## config.mk

```make
export PLATFORM = sky130hd
export DESIGN_NAME = fp32_mul_pipe
export DESIGN_NICKNAME = d
export VERILOG_FILES = /design/src/rtl/fp32_mul_pipe.sv
export SDC_FILE = /design/constraint.sdc
export NUM_CORES = 2
export LEC_CHECK = 0
export CORE_MARGIN = 8
export CORE_UTILIZATION = 30
export CTS_BUF_LIST = sky130_fd_sc_hd__clkbuf_8
export DETAILED_ROUTE_END_ITERATION = 8
export PLACE_DENSITY_LB_ADDON = 0.3
export SKIP_CTS_REPAIR_TIMING = 1
export SLEW_MARGIN = 0
export SYNTH_ARGS = -nofsm -noshare
export SYNTH_HDL_FRONTEND = slang
export SYNTH_SLANG_ARGS = --single-unit
export TNS_END_PERCENT = 10
```

## constraint.sdc

```tcl
create_clock -name clock -period 6.5 [get_ports clock]
set_input_delay 1.95 -clock clock [delete_from_list [all_inputs] [get_ports clock]]
set_output_delay 1.95 -clock clock [all_outputs]
set_load 0.02 [all_outputs]
```

## src/rtl/fp32_mul_pipe.sv

```systemverilog
// Five-stage pipelined IEEE-754 binary32 multiplier with a pipeline-wide clock enable.
// Denormal inputs flush to zero, round-to-nearest-even, no denormal outputs, no flags.
module fp32_mul_pipe #(
    parameter int LATENCY    = 5,
    parameter int DATA_WIDTH = 32
) (
    input  logic        clock,
    input  logic        aclr,
    input  logic        clk_en,
    input  logic [31:0] dataa,
    input  logic [31:0] datab,
    output logic [31:0] result
);

    // Result classes carried down the pipe alongside the normal-path data
    localparam logic [1:0] KIND_NORM = 2'd0;
    localparam logic [1:0] KIND_NAN  = 2'd1;
    localparam logic [1:0] KIND_INF  = 2'd2;
    localparam logic [1:0] KIND_ZERO = 2'd3;

    localparam logic [31:0] QNAN = 32'h7FC0_0000;

    // ---------------- S1 unpack / classify (combinational front) ----------------
    logic [7:0]  exp_a, exp_b;
    logic [22:0] frac_a, frac_b;
    logic        zero_a, zero_b, inf_a, inf_b, nan_a, nan_b;
    logic [1:0]  kind_in;

    always_comb begin
        exp_a  = dataa[30:23];
        exp_b  = datab[30:23];
        frac_a = dataa[22:0];
        frac_b = datab[22:0];
        // exp==0 covers both true zero and flushed denormals
        zero_a = (exp_a == 8'h00);
        zero_b = (exp_b == 8'h00);
        inf_a  = (exp_a == 8'hFF) && (frac_a == '0);
        inf_b  = (exp_b == 8'hFF) && (frac_b == '0);
        nan_a  = (exp_a == 8'hFF) && (frac_a != '0);
        nan_b  = (exp_b == 8'hFF) && (frac_b != '0);
        if (nan_a || nan_b || (inf_a && zero_b) || (inf_b && zero_a))
            kind_in = KIND_NAN;
        else if (inf_a || inf_b)
            kind_in = KIND_INF;
        else if (zero_a || zero_b)
            kind_in = KIND_ZERO;
        else
            kind_in = KIND_NORM;
    end

    logic        s1_sign;
    logic [1:0]  s1_kind;
    logic [7:0]  s1_exp_a, s1_exp_b;
    logic [23:0] s1_sig_a, s1_sig_b;

    // ---------------- S2 multiply / exponent add ----------------
    logic        s2_sign;
    logic [1:0]  s2_kind;
    logic signed [9:0] s2_exp;
    logic [47:0] s2_prod;

    logic signed [9:0] exp_sum;
    always_comb begin
        exp_sum = $signed({2'b00, s1_exp_a}) + $signed({2'b00, s1_exp_b}) - 10'sd127;
    end

    // ---------------- S3 normalize ----------------
    logic        s3_sign;
    logic [1:0]  s3_kind;
    logic signed [9:0] s3_exp;
    logic [23:0] s3_sig;
    logic        s3_guard;
    logic        s3_sticky;

    logic [23:0] norm_sig;
    logic        norm_guard, norm_sticky;
    logic signed [9:0] norm_exp;
    always_comb begin
        if (s2_prod[47]) begin
            norm_sig    = s2_prod[47:24];
            norm_guard  = s2_prod[23];
            norm_sticky = |s2_prod[22:0];
            norm_exp    = s2_exp + 10'sd1;
        end else begin
            norm_sig    = s2_prod[46:23];
            norm_guard  = s2_prod[22];
            norm_sticky = |s2_prod[21:0];
            norm_exp    = s2_exp;
        end
    end

    // ---------------- S4 round / range check ----------------
    logic        s4_sign;
    logic [1:0]  s4_kind;
    logic [7:0]  s4_exp;
    logic [22:0] s4_frac;

    logic [24:0] rnd_sum;
    logic        rnd_up;
    logic signed [9:0] rnd_exp;
    logic [22:0] rnd_frac;
    logic [1:0]  rnd_kind;
    always_comb begin
        rnd_up   = s3_guard && (s3_sticky || s3_sig[0]);
        rnd_sum  = {1'b0, s3_sig} + {24'd0, rnd_up};
        rnd_exp  = s3_exp;
        rnd_frac = rnd_sum[22:0];
        // Carry out of the significand: value is exactly 2.0 x 2^e, so mantissa is zero
        if (rnd_sum[24]) begin
            rnd_exp  = s3_exp + 10'sd1;
            rnd_frac = '0;
        end
        rnd_kind = s3_kind;
        if (s3_kind == KIND_NORM) begin
            if (s3_exp <= 10'sd0)
                rnd_kind = KIND_ZERO;
            else if (rnd_exp >= 10'sd255)
                rnd_kind = KIND_INF;
        end
    end

    // ---------------- S5 pack ----------------
    logic [31:0] packed_word;
    always_comb begin
        case (s4_kind)
            KIND_NAN:  packed_word = QNAN;
            KIND_INF:  packed_word = {s4_sign, 8'hFF, 23'd0};
            KIND_ZERO: packed_word = {s4_sign, 31'd0};
            default:   packed_word = {s4_sign, s4_exp, s4_frac};
        endcase
    end

    always_ff @(posedge clock) begin
        if (aclr) begin
            s1_sign   <= 1'b0;
            s1_kind   <= KIND_NORM;
            s1_exp_a  <= '0;
            s1_exp_b  <= '0;
            s1_sig_a  <= '0;
            s1_sig_b  <= '0;
            s2_sign   <= 1'b0;
            s2_kind   <= KIND_NORM;
            s2_exp    <= '0;
            s2_prod   <= '0;
            s3_sign   <= 1'b0;
            s3_kind   <= KIND_NORM;
            s3_exp    <= '0;
            s3_sig    <= '0;
            s3_guard  <= 1'b0;
            s3_sticky <= 1'b0;
            s4_sign   <= 1'b0;
            s4_kind   <= KIND_NORM;
            s4_exp    <= '0;
            s4_frac   <= '0;
            result    <= '0;
        end else if (clk_en) begin
            s1_sign   <= dataa[31] ^ datab[31];
            s1_kind   <= kind_in;
            s1_exp_a  <= exp_a;
            s1_exp_b  <= exp_b;
            s1_sig_a  <= {1'b1, frac_a};
            s1_sig_b  <= {1'b1, frac_b};

            s2_sign   <= s1_sign;
            s2_kind   <= s1_kind;
            s2_exp    <= exp_sum;
            s2_prod   <= s1_sig_a * s1_sig_b;

            s3_sign   <= s2_sign;
            s3_kind   <= s2_kind;
            s3_exp    <= norm_exp;
            s3_sig    <= norm_sig;
            s3_guard  <= norm_guard;
            s3_sticky <= norm_sticky;

            s4_sign   <= s3_sign;
            s4_kind   <= rnd_kind;
            s4_exp    <= rnd_exp[7:0];
            s4_frac   <= rnd_frac;

            result    <= packed_word;
        end
    end

endmodule

```

Yosys cells after proc, flatten, opt, wreduce, memory -nomap -nowiden --
Cells that the tools add are included.
Word-level totals: flip-flop bits (word level) 233, input bits 67, logic and storage cells 70
Operators by class: add/subtract/negate cells 5, $mul 1, magnitude comparators 2, equality and inequality tests 5, muxes and demuxes 13, bitwise operators 1, reductions and logical operators 22
Operators with widths (number):
- $pmux W32 S3 | 1
- $mul A24 B24 Y48 | 1
- $logic_not A23 Y1 | 2
- $reduce_bool A23 Y1 | 2
- $add A24 B1 Y25 | 1
- $mux W24 | 1
- $mux W23 | 1
- $reduce_or A23 Y1 | 1
- $reduce_or A22 Y1 | 1
- $add A10 B2 Y10 const B | 2
- $mux W10 | 2
- $eq A8 B8 Y1 const B | 2
- $logic_not A8 Y1 | 2
- $mux W2 | 6
- $ge A10 B9 Y1 const B | 1
- $le A10 B1 Y1 const B | 1
- $sub A9 B7 Y10 const B | 1
- $add A8 B8 Y9 | 1
- $logic_and A1 B1 Y1 | 7
- $logic_or A1 B1 Y1 | 6
- $eq A2 B2 Y1 const B | 2
- $eq A2 B1 Y1 const B | 1
- $logic_not A2 Y1 | 1
- $mux W1 | 2
- $xor A1 B1 Y1 | 1

Logic depth before layout (Yosys ltp) --
depth after elaboration 8, depth in mapped cells 27

Worst setup path after synthesis --
OpenSTA, ideal clock, no wires.
path kind flip-flop to flip-flop, start register s1_sig_b[3], end register s2_prod[47], library setup time 0.132 ns, arrival 6.468 ns, required time 6.368 ns, setup slack -0.100 ns, cell stages (with the launch flop) 26, buffers on the path 2, clock period less this slack 6.600 ns, cells stage by stage dfxtp_1 > clkbuf_1 > nand2_1 > fa_1 > inv_1 > fa_1 > inv_1 > fa_1 > fa_1 > inv_1 > fa_1 > fa_1 > inv_1 > fa_1 > inv_1 > ha_1 > clkbuf_2 > nand4_1 > nor3_1 > nand3_1 > or2_2 > o21ba_2 > a211oi_1 > o21ai_1 > a221oi_1 > a311oi_1
On the way: longest elaborated chain between the ends 1
Ends and longest elaborated chain:
- start: declaration | line 54 | logic [23:0] s1_sig_a, s1_sig_b;
- start signal: assignment | line 162 | s1_sig_b <= {1'b1, frac_b};
- $mul A24 B24 Y48 | line 167 | s2_prod <= s1_sig_a * s1_sig_b;
- end signal: assignment | line 167
- end: declaration | line 60 | logic [47:0] s2_prod;
No other way between the ends. A chain may end at the register's enable or synchronous reset.

Final worst setup path --
start register s1_sig_b[11], end register s2_prod[46]
The elaborated chain is that of the path after synthesis.

==> flow_summary.toml <==
[sta]
max_slew_margin = 0.305
finalHoldViolations = 0
skew_ps = 40.5
post-route-period-util = 1.02
setup_viol = 18
timing.final.max_slew_violations = 0
period_needed_ps = 6650
fmax_mhz = 150
rsz0062_at_grt = "true"
holdWs_ps = 461
setup_ws_ps = -147
tightest_slew_ps = 1030

[global_routing]
met1_usage = 0.217
grt_pass1_wl_um = 128000
grt_max_degree = 141
antenna_found_initial = 1
grtUsageTotal = 0.148
met3_usage = 0.0202
grt_pass1_vias = 23000
grt_busiest_layer = "met2"
use_met2 = 0.232
overflow = 0

[power]
leakagePower_nw = 16.1
clkPwrFrac = 0.268
powerDensity_nw_per_um2 = 158
seq_power_share = 0.305
ir_worst_vdd_uv = 116
p_int_w = 0.00339
p_switching_w = 0.00206
p_total_w = 0.00546
sw_frac_of_total = 0.378
combPwrFrac = 0.427

[clock_tree]
clk_pin_slew_ps = 60
htree_levels = 2
cts_tree = "built"
clock_latency_ps = 610
root_buffer = "clkbuf_8"
cts_inserted_buffers = 43
clock-sinks = 232
cts.path.max_buffers = 3

[worst_hold_path]
worstHoldStart = "s4_frac[11]"
hold_depth = 2
holdPathEnd = "s4_frac[11]"
hold_path.class = "reg2reg"

[worst_setup_path]
criticalPathCategory = "reg2reg"
r2r-start = "s1_sig_b[11]"
cp_slowest_cell = "fa_2"
reg2reg_slack_ps = -150
crit_fanout = 6
crit_path_frequent_cell = "fa_1"
crit_path_end_kind = "register"
cp_data_required_time_ps = 7060
worstPathArrival_ps = 7200
rr_endpoint = "s2_prod[46]"
cpPeakStageDelay_ps = 580
crit_path_start_kind = "register"
rr_worst_depth = 27

[layout]
nets = 4245
final_cells = 4795
final_util = 0.362
fillers = 9779
syn_to_final_growth_pct = 19.4
drive_above_1_share = 0.127

[synth]
synth_cells = 3261
postSynth.asyncResetShare = 0
syn_area_per_cell_sq_um = 8.85
synth-main-ff-cell = "dfxtp_1"
syn-num-nets = 4009
synth.cell_area_sq_um = 28900
yosys_warnings = 0
yosysUniqueCellTypes = 73
synth_edf_count = 0
ys_seq_elements = 232
yosysSeqAreaShare = 0.161

[placed_design]
dpl.hpwl_um = 66100
dp_cells = 4708
gp_congestion = 0.845
pre_cts_ws_ps = -465
io_buffers = 98

[drt]
via_per_inst = 4.60
ant_nets = 0
drt_pre_antenna_iters = 5
detail_route.iter0.violations = 990
totalWireLength_um = 80200
wire_per_inst_um = 16.7
vias = 22000
drcViolationCount = 0

[floorplanning]
floorplan.initialDensity = 0.303
core_area_sq_um = 95200
ios = 99
die_y_um = 326
die-area_sq_um = 106000
die_x_um = 326
num_rows = 113

[status]
violations = "setup timing"
status = "finished with violations"

[job]
maxCapViolations = 0
[registers in the layout (all words and copies together) (netlist names), 10 cells and up]
| name | count |
|---|---|
| s2_exp | 10 |
| s4_frac | 23 |
| s1_sig_a | 24 |
| s3_exp | 10 |
| s1_sig_b | 23 |
| s2_prod | 48 |
| result | 32 |
| s3_sig | 24 |
[synthesized netlist by cell type (all sizes together), types with 3 or more instances]
master   number  area (sq um)
nor4         18           134
a31oi         5          31.3
nand2b        4          25.0
xnor2        45           394
and2        289          1810
o22ai         4          25.0
or2           4          25.0
o21a          5          37.5
buf          20           123
inv         571          2140
nand3        55           275
dfxtp       232          4640
ha          198          2480
nand2       393          1480
a211oi       65           498
nor3         19           105
xor2         30           263
nand4        26           178
o31ai         5          42.5
and3          9          62.6
o21ai        35           175
and4          5          43.8
o21bai        9          67.6
or4           7          56.3
a311oi        9          78.8
a21oi       105           533
a21o         23           173
clkbuf      162           611
nor2b        10          62.6
o211a         4          40.0
or3          11          68.8
a2111oi       3          26.3
a41oi         3          26.3
mux2i       129          1290
fa          483          9670
o211ai        9          67.6
nor2        229           860
nor3b         4          30.0
[cell type report]
| cell class | instances | area (sq um) | area share |
|---|---|---|---|
| timing repair buffer | 375 | 3480 | 0.101 |
| inverter | 571 | 2140 | 0.0622 |
| clock buffer | 51 | 702 | 0.0204 |
| sequential | 232 | 4690 | 0.136 |
| antenna | 2 | 5.00 | 0.000145 |
| multi-input combinational | 2274 | 21700 | 0.629 |
| clock inverter | 25 | 178 | 0.00516 |
| tap | 1265 | 1580 | 0.0459 |
[placed cells by master (no fill, tap or decap), types with 12 or more instances in the layout]
cell / netlist / routed
inv_1: 571 / 581
fa_1: 483 / 468
nand2_1: 392 / 391
and2_1: 289 / 288
buf_4: 2 / 229
nor2_1: 229 / 228
dfxtp_1: 232 / 209
ha_1: 198 / 191
mux2i_1: 129 / 129
clkdlybuf4s50_1: 0 / 96
a21oi_1: 103 / 91
a211oi_1: 63 / 61
nand3_1: 55 / 55
clkbuf_8: 0 / 52
xnor2_1: 45 / 44
xor2_1: 30 / 30
nand4_1: 25 / 25
buf_12: 0 / 24
a21o_1: 23 / 23
o21ai_0: 26 / 22
buf_6: 5 / 22
nor4_1: 16 / 16
fa_2: 0 / 15
dfxtp_2: 0 / 15
nor3_1: 17 / 14
a21oi_2: 2 / 12
[stage by stage]
step | setup TNS (ps) | cell area (sq um)
detailed placement | -7450 | 33000
finish | -1180 | 34500
global placement | -6180 | 33000
global route | -6660 | 34500
floorplan | -8.25 | 28900
CTS | -7150 | 33900
[critical path: cells and delay by family (launching register included)]
kind	cells	cell delay, ps
fa+ha+maj	8	3840
buf+inv	10	930
compound gates	5	880
simple gates	4	600
flops	1	350
[routing by layer]
| layer | vias to the layer above | part of all wire |
|---|---|---|
| met5 | - | 0 |
| met4 | 0 | 0.017 |
| met3 | 90 | 0.046 |
| met2 | 424 | 0.44 |
| met1 | 10900 | 0.50 |
| li1 | 10600 | - |
[power by group through the flow]
| stage | sequential, W | clock (W) | combinational (W) |
|---|---|---|---|
| after CTS | 0.00166 | 0.00152 | 0.00226 |
| after global routing | 0.00168 | 0.00158 | 0.00262 |
| after detailed placement | 0.00169 | 0 | 0.00224 |
| final | 0.00166 | 0.00146 | 0.00233 |
| after floorplan | 0.00165 | 0 | 0.00135 |
| after global placement | 0.00169 | 0 | 0.00223 |
[logic make-up (layout without fill, tap and decap cells)]
kind of cell,Yosys count,count (layout),share of synthesized area
buffers and inverters,755,1022,0.100
muxes,129,129,0.0447
DFF,232,232,0.161
and+or+nand+nor,1088,1088,0.182
xor gates and xnor gates,75,75,0.0228
other,0,2,0
adders and majority gates,681,681,0.421
AOI/OAI and AO/OA,301,301,0.0685
[how the worst max path moves through the flow]
stage                  from     endpoint  slack [ps]  cells after the start
2_1_floorplan  s1_sig_a[11]  s2_prod[44]          -8                     26
3_3_place_gp   s1_sig_a[14]  s2_prod[35]        -440                     26
3_5_place_dp   s1_sig_a[14]  s2_prod[35]        -470                     26
4_1_cts        s1_sig_a[14]  s2_prod[35]        -460                     26
5_1_grt        s1_sig_b[11]  s2_prod[47]        -380                     25
6_report       s1_sig_b[11]  s2_prod[46]        -150                     27
(Power assumes the default switching activity.)
